File: src/rtl/odd_parity_frame_tx_if.sv
// Payload handshake and serial transmit signals of odd_parity_frame_tx.
// master: payload source and serial sink; slave: the transmitter.
interface odd_parity_frame_tx_if;
   logic        in_valid;
   logic [14:0] in_data;
   logic        in_ready;
   logic        tx_bit;
   logic        tx_valid;
   logic        tx_sof;
   logic        busy;

   modport master (
      output in_valid,
      output in_data,
      input  in_ready,
      input  tx_bit,
      input  tx_valid,
      input  tx_sof,
      input  busy
   );

   modport slave (
      input  in_valid,
      input  in_data,
      output in_ready,
      output tx_bit,
      output tx_valid,
      output tx_sof,
      output busy
   );
endinterface

File: src/rtl/odd_parity_frame_tx.sv
// Serial transmitter for 16-bit odd-position-parity frames, LSB first.
// Define PTX_BURST_EN to allow back-to-back frames (accept on the last shift cycle).
module odd_parity_frame_tx #(
   parameter int unsigned IDLE_GAP = 1
) (
   input  logic                 clk,
   input  logic                 rst,
   odd_parity_frame_tx_if.slave bus
);

   typedef enum logic [1:0] {
      ST_IDLE  = 2'd0,
      ST_SHIFT = 2'd1,
      ST_GAP   = 2'd2
   } state_t;

   localparam bit         GAP_EN   = (IDLE_GAP != 0);
   localparam logic [3:0] GAP_LOAD = GAP_EN ? 4'(IDLE_GAP - 1) : 4'd0;

   state_t      state_reg, state_next;
   logic [15:0] shreg_reg, shreg_next;
   logic [3:0]  cnt_reg,   cnt_next;
   logic [3:0]  gap_reg,   gap_next;

   logic [15:0] frame;
   logic        last_bit;
   logic        ready;
   logic        accept;

   // Low payload byte goes to even positions, high seven bits to odd positions.
   genvar gi;
   generate
      for (gi = 0; gi < 8; gi++) begin : g_even
         assign frame[2*gi] = bus.in_data[gi];
      end
      for (gi = 0; gi < 7; gi++) begin : g_odd
         assign frame[2*gi+1] = bus.in_data[8+gi];
      end
   endgenerate

   // Makes the ones count over positions 1,3,...,15 odd.
   assign frame[15] = ~^bus.in_data[14:8];

   assign last_bit = (state_reg == ST_SHIFT) && (cnt_reg == 4'd15);

`ifdef PTX_BURST_EN
   assign ready = !rst && ((state_reg == ST_IDLE) || last_bit);
`else
   assign ready = !rst && (state_reg == ST_IDLE);
`endif

   assign accept = ready && bus.in_valid;

   always_comb begin
      state_next = state_reg;
      shreg_next = shreg_reg;
      cnt_next   = cnt_reg;
      gap_next   = gap_reg;
      case (state_reg)
         ST_IDLE: begin
            if (accept) begin
               shreg_next = frame;
               cnt_next   = 4'd0;
               state_next = ST_SHIFT;
            end
         end
         ST_SHIFT: begin
            shreg_next = {1'b0, shreg_reg[15:1]};
            cnt_next   = cnt_reg + 4'd1;
            if (last_bit) begin
               // An accept here is only possible when burst mode opens in_ready.
               if (accept) begin
                  shreg_next = frame;
                  cnt_next   = 4'd0;
               end else if (GAP_EN) begin
                  state_next = ST_GAP;
                  gap_next   = GAP_LOAD;
               end else begin
                  state_next = ST_IDLE;
               end
            end
         end
         ST_GAP: begin
            if (gap_reg == 4'd0) begin
               state_next = ST_IDLE;
            end else begin
               gap_next = gap_reg - 4'd1;
            end
         end
         default: begin
            state_next = ST_IDLE;
         end
      endcase
   end

   always_ff @(posedge clk) begin
      if (rst) begin
         state_reg <= ST_IDLE;
         shreg_reg <= 16'd0;
         cnt_reg   <= 4'd0;
         gap_reg   <= 4'd0;
      end else begin
         state_reg <= state_next;
         shreg_reg <= shreg_next;
         cnt_reg   <= cnt_next;
         gap_reg   <= gap_next;
      end
   end

   // All serial outputs decode from registered state only.
   assign bus.in_ready = ready;
   assign bus.tx_valid = (state_reg == ST_SHIFT);
   assign bus.tx_bit   = (state_reg == ST_SHIFT) && shreg_reg[0];
   assign bus.tx_sof   = (state_reg == ST_SHIFT) && (cnt_reg == 4'd0);
   assign bus.busy     = (state_reg == ST_SHIFT) || (state_reg == ST_GAP);

endmodule
File: src/flat_wrapper.sv
// flat-port wrapper written by rule: the top's interface ports become plain ports
module odd_parity_frame_tx_flat 
#(
   parameter int unsigned IDLE_GAP = 1
)
  (clk, rst, bus_in_valid, bus_in_data, bus_in_ready, bus_tx_bit, bus_tx_valid, bus_tx_sof, bus_busy);
  odd_parity_frame_tx_if bus_i ();
  input  logic clk;
  input  logic rst;
  input wire logic [$bits(bus_i.in_valid)-1:0] bus_in_valid;
  input wire logic [$bits(bus_i.in_data)-1:0] bus_in_data;
  output wire logic [$bits(bus_i.in_ready)-1:0] bus_in_ready;
  output wire logic [$bits(bus_i.tx_bit)-1:0] bus_tx_bit;
  output wire logic [$bits(bus_i.tx_valid)-1:0] bus_tx_valid;
  output wire logic [$bits(bus_i.tx_sof)-1:0] bus_tx_sof;
  output wire logic [$bits(bus_i.busy)-1:0] bus_busy;
  assign bus_i.in_valid = bus_in_valid;
  assign bus_i.in_data = bus_in_data;
  assign bus_in_ready = bus_i.in_ready;
  assign bus_tx_bit = bus_i.tx_bit;
  assign bus_tx_valid = bus_i.tx_valid;
  assign bus_tx_sof = bus_i.tx_sof;
  assign bus_busy = bus_i.busy;
  odd_parity_frame_tx #(.IDLE_GAP(IDLE_GAP)) u_core (.clk(clk), .rst(rst), .bus(bus_i));
endmodule
File: config.mk
export PLATFORM = sky130hd
export DESIGN_NAME = odd_parity_frame_tx_flat
export DESIGN_NICKNAME = d
export VERILOG_FILES = /design/src/rtl/odd_parity_frame_tx_if.sv /design/src/rtl/odd_parity_frame_tx.sv /design/src/flat_wrapper.sv
export SDC_FILE = /design/constraint.sdc
export NUM_CORES = 1
export LEC_CHECK = 0
export CAP_MARGIN = 20
export CORE_ASPECT_RATIO = 1.25
export CORE_MARGIN = 3
export CORE_UTILIZATION = 41
export DETAILED_ROUTE_END_ITERATION = 8
export RECOVER_POWER = 100
export SYNTH_ARGS = -nofsm -noshare
export SYNTH_HDL_FRONTEND = slang
export SYNTH_SLANG_ARGS = --single-unit
File: constraint.sdc
create_clock -name clk -period 4.75 [get_ports clk]
set_clock_uncertainty 0.15 [all_clocks]
set_input_delay 0.95 -clock clk [delete_from_list [all_inputs] [get_ports clk]]
set_output_delay 0.95 -clock clk [all_outputs]
set_load 0.02 [all_outputs]
==> run summary, run 1 <==
The design area came out at 1700 um^2. The flow ran to the end, and the final reports show no timing, DRC or antenna violations. The number of clock sinks is 26.

The placed wire-length estimate after detailed placement is 2250 um. The initial antenna violation count came out at 0. Traced cell by cell, the critical path runs through dlygate4sd3_1 -> nor2b_1 -> dlygate4sd3_1. The cell class contributing the biggest share of worst-path delay is buffers and inverters.

The hold path startpoint is u_core.shreg_reg[1]$_SDFFE_PP0P_. The number of hold buffers added after CTS came out at 0. The flip-flop and latch count after synthesis came out at 26. The via count of the first global-routing pass was 1255. The dominant combinational cell family by area after synthesis is simple AND/OR/NAND/NOR gates. The number of nets with antenna violations after routing is 0. The initial cell density of the core came out at 43.2%. Sorting the synthesized cells by how often they occur yields nand2_1, dfxtp_1, nor2_1, a311oi_1, inv_1. The cell area that synthesis handed to floorplanning was 1400 um^2.

For this run the aggregate overflow at the end of global routing stands at 0. Hold is met by 0.332 ns. The most prevalent standard cell on the critical path is dlygate4sd3_1. The total power density per cell area came out at 352 nW/um^2. The startpoint of the worst setup timing path is rst.

The final number of setup-violating endpoints is 0. The number of flops mapped to enable cells by yosys came out at 0. Sorting the synthesized cells by area gives the leading types as dfxtp_1, a311oi_1, nand2_1, ha_1, nor2_1. The core region is 3250 um^2. For the worst-skew pair, the clock arrives at the later sink with an insertion delay of 0.27 ns. The fraction of final layout cells with drive strength greater than 1 came out at 4.17%.

TritonCTS built the clock tree. The die covers 4170 um^2. The count of different cell masters after synthesis is 36. The reported max-cap violation count is 0. The final wirelength is 3090 um. The standby leakage power is 0.623 nW.

The horizontal die dimension came out at 58.3 um. The upper clock frequency limit is 264 MHz. The adder-cell share of the synthesized area came out at 6.24%. The pin slew with the least headroom to its limit is 1.38 ns.

The fraction of post-synthesis cell area in the top cell type by area is 37.1%. Among all cell types in the netlist, the one instantiated most often is nand2_1. The average wire per standard cell came out at 13.5 um. The multiplexer share of the synthesized area came out at 0%. Once placement finished, the instance area stood at 1640 um^2. The worst-case setup slack after placement is 1.09 ns. The worst path in the final design needs a cycle of 3.79 ns, including I/O delays and setup. The clock passes through at most 2 buffers. The cell taking the most area after synthesis is dfxtp_1.

Summing internal, switching and leakage power gives 0.597 mW. The number of I/O port buffers came out at 22. The post-synthesis to final-layout area growth is 20.8%. For this run, the leading register cell type out of synthesis is dfxtp_1. The antenna cell count is 0. For this run, the register share of the synthesized area comes to 37.1%. The count of vias placed by the detailed router came out at 1308. Data on the critical path is required at its endpoint by 3.65 ns. The worst setup path is of the input pin to output pin kind. Summing the areas of all xor and xnor instances in the mapped netlist gives 3.74% of the synthesized area. The final weighted congestion of routability-driven global placement is 0.814. The startpoint of the lowest-slack register-to-register path is u_core.state_reg[1]$_SDFFE_PP0P_. In the synthesized netlist the async set-or-reset flop fraction comes to 0%. Buffers added to address setup during post-CTS repair amount to 0. The vias per cell came out at 5.71. The final worst-path cycle share came out at 79.8%. Adding up every negative setup slack in the final design gives 0 ns. The clock edge transition at the registers on the reported setup and hold paths is 0.09 ns. The flip-flop count of the largest register after layout came out at 16. The number of nets in the finished design is 218.

The peak per-stage delay on the critical path came out at 0.98 ns. The chip height came out at 71.4 um. The worst setup path is captured at an output pin. STA classifies the critical path startpoint as an input pin.

The number of warnings printed during yosys synthesis is 0. Clock tree synthesis selected as its root buffer the cell clkbuf_8. The synthesized netlist devotes 26.3% of its cell area to simple gates. The number of buffers inserted during clock tree synthesis is 3. The pre-antenna-repair detailed-routing pass consisted of 4 iterations. The count of standard-cell rows is 23. The fraction of the mapped netlist area in compound gates is 22.1%. The largest net degree at the start of global routing is 32. Setup repair after global routing left no endpoint under its margin. The average cell area after synthesis came out at 8.11 um^2. The total global routing track utilization is 15.9%. For this design the top-level I/O count stands at 23. Synthesis produced 173 cells. The number of hold violations in the final report came out at 0. The post-route worst setup slack came out at 0.960 ns. The worst max-slew margin expressed relative to the limit came out at 8.23%.

Of all nets on the critical path, the largest fanout is 18. The number of buffers and inverters on the critical path is 2. The count of pins over their slew limit is 0. The final routed DRC violation total is 0.

The post-cts gate resize count came out at 0. The critical path arrival is 2.69 ns. Counting every net in the synthesized netlist gives 198. The first-pass GRT wire length is 5280 um. The worst IR drop on VDD came out at 184 uV.

The H-tree depth reported by CTS came out at 1. The count of routing violations after the opening detailed-route iteration is 48. The largest individual stage delay along the critical path comes from the cell dlygate4sd3_1. The worst hold path belongs to the class flop to flop.
## worst paths after layout
kind	cells after the start	slack (ns)	endpoint
max reg2reg	6	2.02	u_core.shreg_reg[10]$_SDFFE_PP0P_
min reg2reg	2	0.33	u_core.shreg_reg[0]$_SDFFE_PP0P_
min	2	0.33	u_core.shreg_reg[0]$_SDFFE_PP0P_
max	3	0.96	bus_in_ready
## cell families (layout without fill, tap and decap cells)
| family | count (synthesis) | after routing |
|---|---|---|
| compound gates | 41 | 41 |
| simple gates | 77 | 77 |
| buf+inv | 16 | 35 |
| xor+xnor | 6 | 6 |
| flops | 26 | 26 |
| fa+ha+maj | 7 | 7 |
## power breakdown
group          internal, mW  switching [mW]  total, mW  leakage (nW)
logic                0.0647          0.0936      0.158         0.375
clock network         0.113          0.0727      0.186        0.0357
registers             0.241          0.0118      0.253         0.213
## per-stage QoR
stage	std cells	utilization, %
final	229	52.1
after global routing	229	52.1
after CTS	229	52.8
after detailed placement	225	50.6
after global placement	225	50.6
after floorplan	173	-
## area by class of cell
class,instances,area [um^2]
well taps,37,46.3
fillers,323,1560
multi-input cells,131,803
repair buffers,23,224
inverters,8,30.0
flip-flops and latches,26,520
clock buffers,3,41.3
clock inverters,1,30.0
## worst reg2reg max path, stage by stage, from the launching register on
cell,delay (ns)
dfxtp_1,0.33
inv_1,0.10
ha_1,0.37
inv_1,0.16
a21oi_1,1.07
nand2_1,0.15
a311oi_1,0.30
## layer usage
layer  track usage [%]  wire, um  up-vias
met5                 0         0        -
met4              6.19        55        0
met3              2.34       122        5
met2              28.9      1570       27
met1              18.0      1350      620
li1                  -         -      656
## layout by cell type, fill, tap and decap left out, drive strengths merged, types with 2 or more instances in the layout
cell           instances
a21oi                 10
a221oi                 2
a311oi                15
and2                   2
clkbuf                 4
clkdlybuf4s50         16
dfxtp                 26
dlygate4sd3            6
ha                     7
inv                    8
nand2                 34
nand2b                 4
nand3                  5
nand3b                 2
nor2                  17
nor2b                  2
o21ai                  6
o31ai                  3
or4                    3
xnor2                  6
Note: power is estimated with default switching activity, not from simulation.
==> run 2: changes to the inputs <==
Clock period 4.75 ns to 3.84 ns, I/O delays scaled along.
==> run 2 against run 1 <==
  * Design area fell by 1.2%
  * Clock power fell by 18%
  * Sequential power rose by 24%
  * Non-clock buffer count rose by 1
  * Wire length fell by 1.8%
==> run summary, run 2 (synthesized netlist as in run 1, its figures left out) <==
The first-pass iteration count of the detailed router came out at 4 (unchanged). The number of hold violations in the final report is 0 (unchanged). The overall overflow remaining after global route came out at 0 (unchanged). The post-route worst setup slack came to 0.526 ns (-0.434 ns). The critical path startpoint category is an input pin. The final sum of negative setup slack is 0 ns (unchanged). The chip height is 71.4 um (unchanged). The worst setup path is of the input pin to flop kind. The total global routing track utilization came out at 15.3% (-0.54 points). The startpoint identified for the worst register-to-register timing path is u_core.state_reg[1]$_SDFFE_PP0P_.

The critical path arrival is 3.33 ns (+0.64 ns). The number of buffers inserted during clock tree synthesis came to 3 (unchanged). The worst-case setup slack after placement came out at 0.679 ns (-0.410 ns). The total design power is 0.662 mW (+11%). The reported max-cap violation count came to 0 (unchanged). The library cells used most frequently in the layout, excluding fill and tap cells, are nand2_1, dfxtp_1, nor2_1. The H-tree depth reported by CTS came out at 1 (unchanged).

The final wirelength came out at 3040 um (-1.8%). The number of placed I/O pins is 23 (unchanged). The initial antenna violation count came out at 0 (unchanged). The count of pins over their slew limit is 0 (unchanged). The upper clock frequency limit came out at 302 MHz. The post-cts gate resize count is 0 (unchanged). The antenna cell count was 0 (unchanged). The number of clock sinks came out at 26 (unchanged). The initial cell density of the core came out at 43.2% (unchanged). The worst-case reg-to-reg path depth came to 6 (unchanged). The final weighted congestion of routability-driven global placement came out at 0.813 (about the same). The required time of the worst setup path is 3.86 ns (+0.21 ns).

The worst IR drop on VDD is 190 uV (+3.4%). The worst flop-to-flop path endpoint is u_core.shreg_reg[13]$_SDFFE_PP0P_. The count of routing violations after the opening detailed-route iteration was 29 (-40%). The final critical delay including setup and external delays came out at 3.31 ns. The portion of total power attributed to combinational logic is 29.8% (+3.3 points).

The first-pass GRT wire length is 5130 um (-2.9%). The flip-flop count of the largest register after layout came to 16 (unchanged). The internal power consumption came to 0.450 mW (+7.6%). The CTS tree is yes. The nature of the critical path endpoint is a flop. The area of combinational cells with multiple inputs came out at 806 um^2 (+0.31%).

The count of vias placed by the detailed router is 1285 (-1.8%). The startpoint identified for the worst hold timing path is u_core.shreg_reg[13]$_SDFFE_PP0P_. The final worst-path cycle share is 86.3%. The total power density per cell area is 395 nW/um^2 (+12%). The cell sitting at the root of the clock tree is a clkbuf_8. The count of standard-cell rows is 23 (unchanged).

The horizontal die dimension came out at 58.3 um (unchanged). The switching fraction of total power came out at 32.0% (+2.2 points). The fraction of final layout cells with drive strength greater than 1 came to 4.69% (+0.52 points). The path class of the tightest hold or removal check is flop to flop. The die area came out at 4170 um^2 (unchanged). The number of stages on the worst hold path is 2 (unchanged). The placed wire-length estimate after detailed placement is 2220 um (-1.1%). The clock latency on the worst-skew pair is 0.27 ns (about the same). The number of nets with antenna violations after routing is 0 (unchanged). The number of nets in the finished design is 219 (+0.46%).

The number of I/O port buffers was 22 (unchanged). The via count of the first global-routing pass came out at 1239 (-1.3%). The worst max-slew margin expressed relative to the limit came to 9.02% (+0.80 points). The placeable core region is 3250 um^2 (unchanged). The net switching power figure is 0.212 mW (+19%). Setup repair after global routing left no endpoint under its margin. The final routed DRC violation total was 0 (unchanged). The vias per cell came out at 5.61 (-1.8%). The combined flip-flop and latch cell area is 520 um^2 (unchanged). The tightest hold margin came out at 0.329 ns (-0.00294 ns). The part of the power in registers came out at 47.3% (+4.9 points). The post-synthesis to final-layout area growth is 19.3%. The number of fill cells in the layout came out at 332 (+2.8%). The fraction of power consumed by the clock network is 22.9% (-8.2 points). The run finished with clean final reports. The largest net degree at the start of global routing is 32 (unchanged). The slack of the worst reg-to-reg path came out at 1.13 ns (-0.89 ns).

The buffer depth of the longest clock path is 2 (unchanged). The average wire per standard cell is 13.3 um (-1.8%). The worst hold path terminates at u_core.shreg_reg[12]$_SDFFE_PP0P_. The number of hold buffers added after CTS is 0 (unchanged). The post-CTS setup buffer count came out at 0 (unchanged). The standby leakage power came out at 0.618 nW (-0.90%). The clock edge transition at the registers on the reported setup and hold paths is 0.08 ns (about the same). The final number of setup-violating endpoints is 0 (unchanged).

The pin slew with the least headroom to its limit came out at 1.36 ns (-0.0119 ns). The largest fanout on the critical path is 18 (unchanged). Leaving out fill and tap cells, the most frequent cell in the layout is nand2_1.
-- run 2: worst max-delay path by stage --
stage / startpoint / end / slack [ns] / depth (start not counted)
6_report: rst / u_core.shreg_reg[13]$_SDFFE_PP0P_ / 0.53 / 5
5_1_grt: rst / u_core.shreg_reg[13]$_SDFFE_PP0P_ / 0.30 / 5
4_1_cts: u_core.state_reg[1]$_SDFFE_PP0P_ / bus_tx_sof / 0.62 / 5
3_5_place_dp: rst / u_core.shreg_reg[4]$_SDFFE_PP0P_ / 0.68 / 5
3_3_place_gp: rst / bus_in_ready / 0.70 / 3
2_1_floorplan: u_core.state_reg[1]$_SDFFE_PP0P_ / bus_tx_sof / 1.17 / 4
-- run 2: area by class of cell --
type | count | share of cell area (%)
Multi-Input combinational cell | 131 | 48.1
Sequential cell | 26 | 31.1
Timing Repair Buffer | 24 | 13.8
Tap cell | 37 | 2.76
Clock buffer | 3 | 2.46
Inverter | 8 | 1.79
-- run 2: power by group through the flow --
stage | Combinational (mW) | Clock (mW) | Sequential, mW
3_5_place_dp | 0.207 | 0 | 0.319
3_3_place_gp | 0.201 | 0 | 0.318
2_1_floorplan | 0.145 | 0 | 0.315
4_1_cts | 0.207 | 0.159 | 0.313
5_1_grt | 0.221 | 0.169 | 0.317
6_report | 0.198 | 0.152 | 0.313
-- run 2: metal layers --
layer | global-route usage (%) | wire (um) | up-vias
li1 | - | - | 655
met1 | 17.4 | 1260 | 602
met2 | 27.8 | 1620 | 24
met3 | 2.34 | 120 | 4
met4 | 6.19 | 27 | 0
met5 | 0 | 0 | -
-- run 2: critical path, cell delays in order --
cell	delay [ns]
dlygate4sd3_1	0.81
and3b_1	0.26
a21oi_1	1.03
nand2_1	0.14
a311oi_1	0.31
-- run 2: through the flow --
step,std cells,cell area [um^2],util (%)
3_5_place_dp,226,1650,50.8
3_3_place_gp,226,1650,50.8
4_1_cts,229,1690,52.1
2_1_floorplan,173,1400,-
6_report,229,1680,51.5
5_1_grt,229,1680,51.5
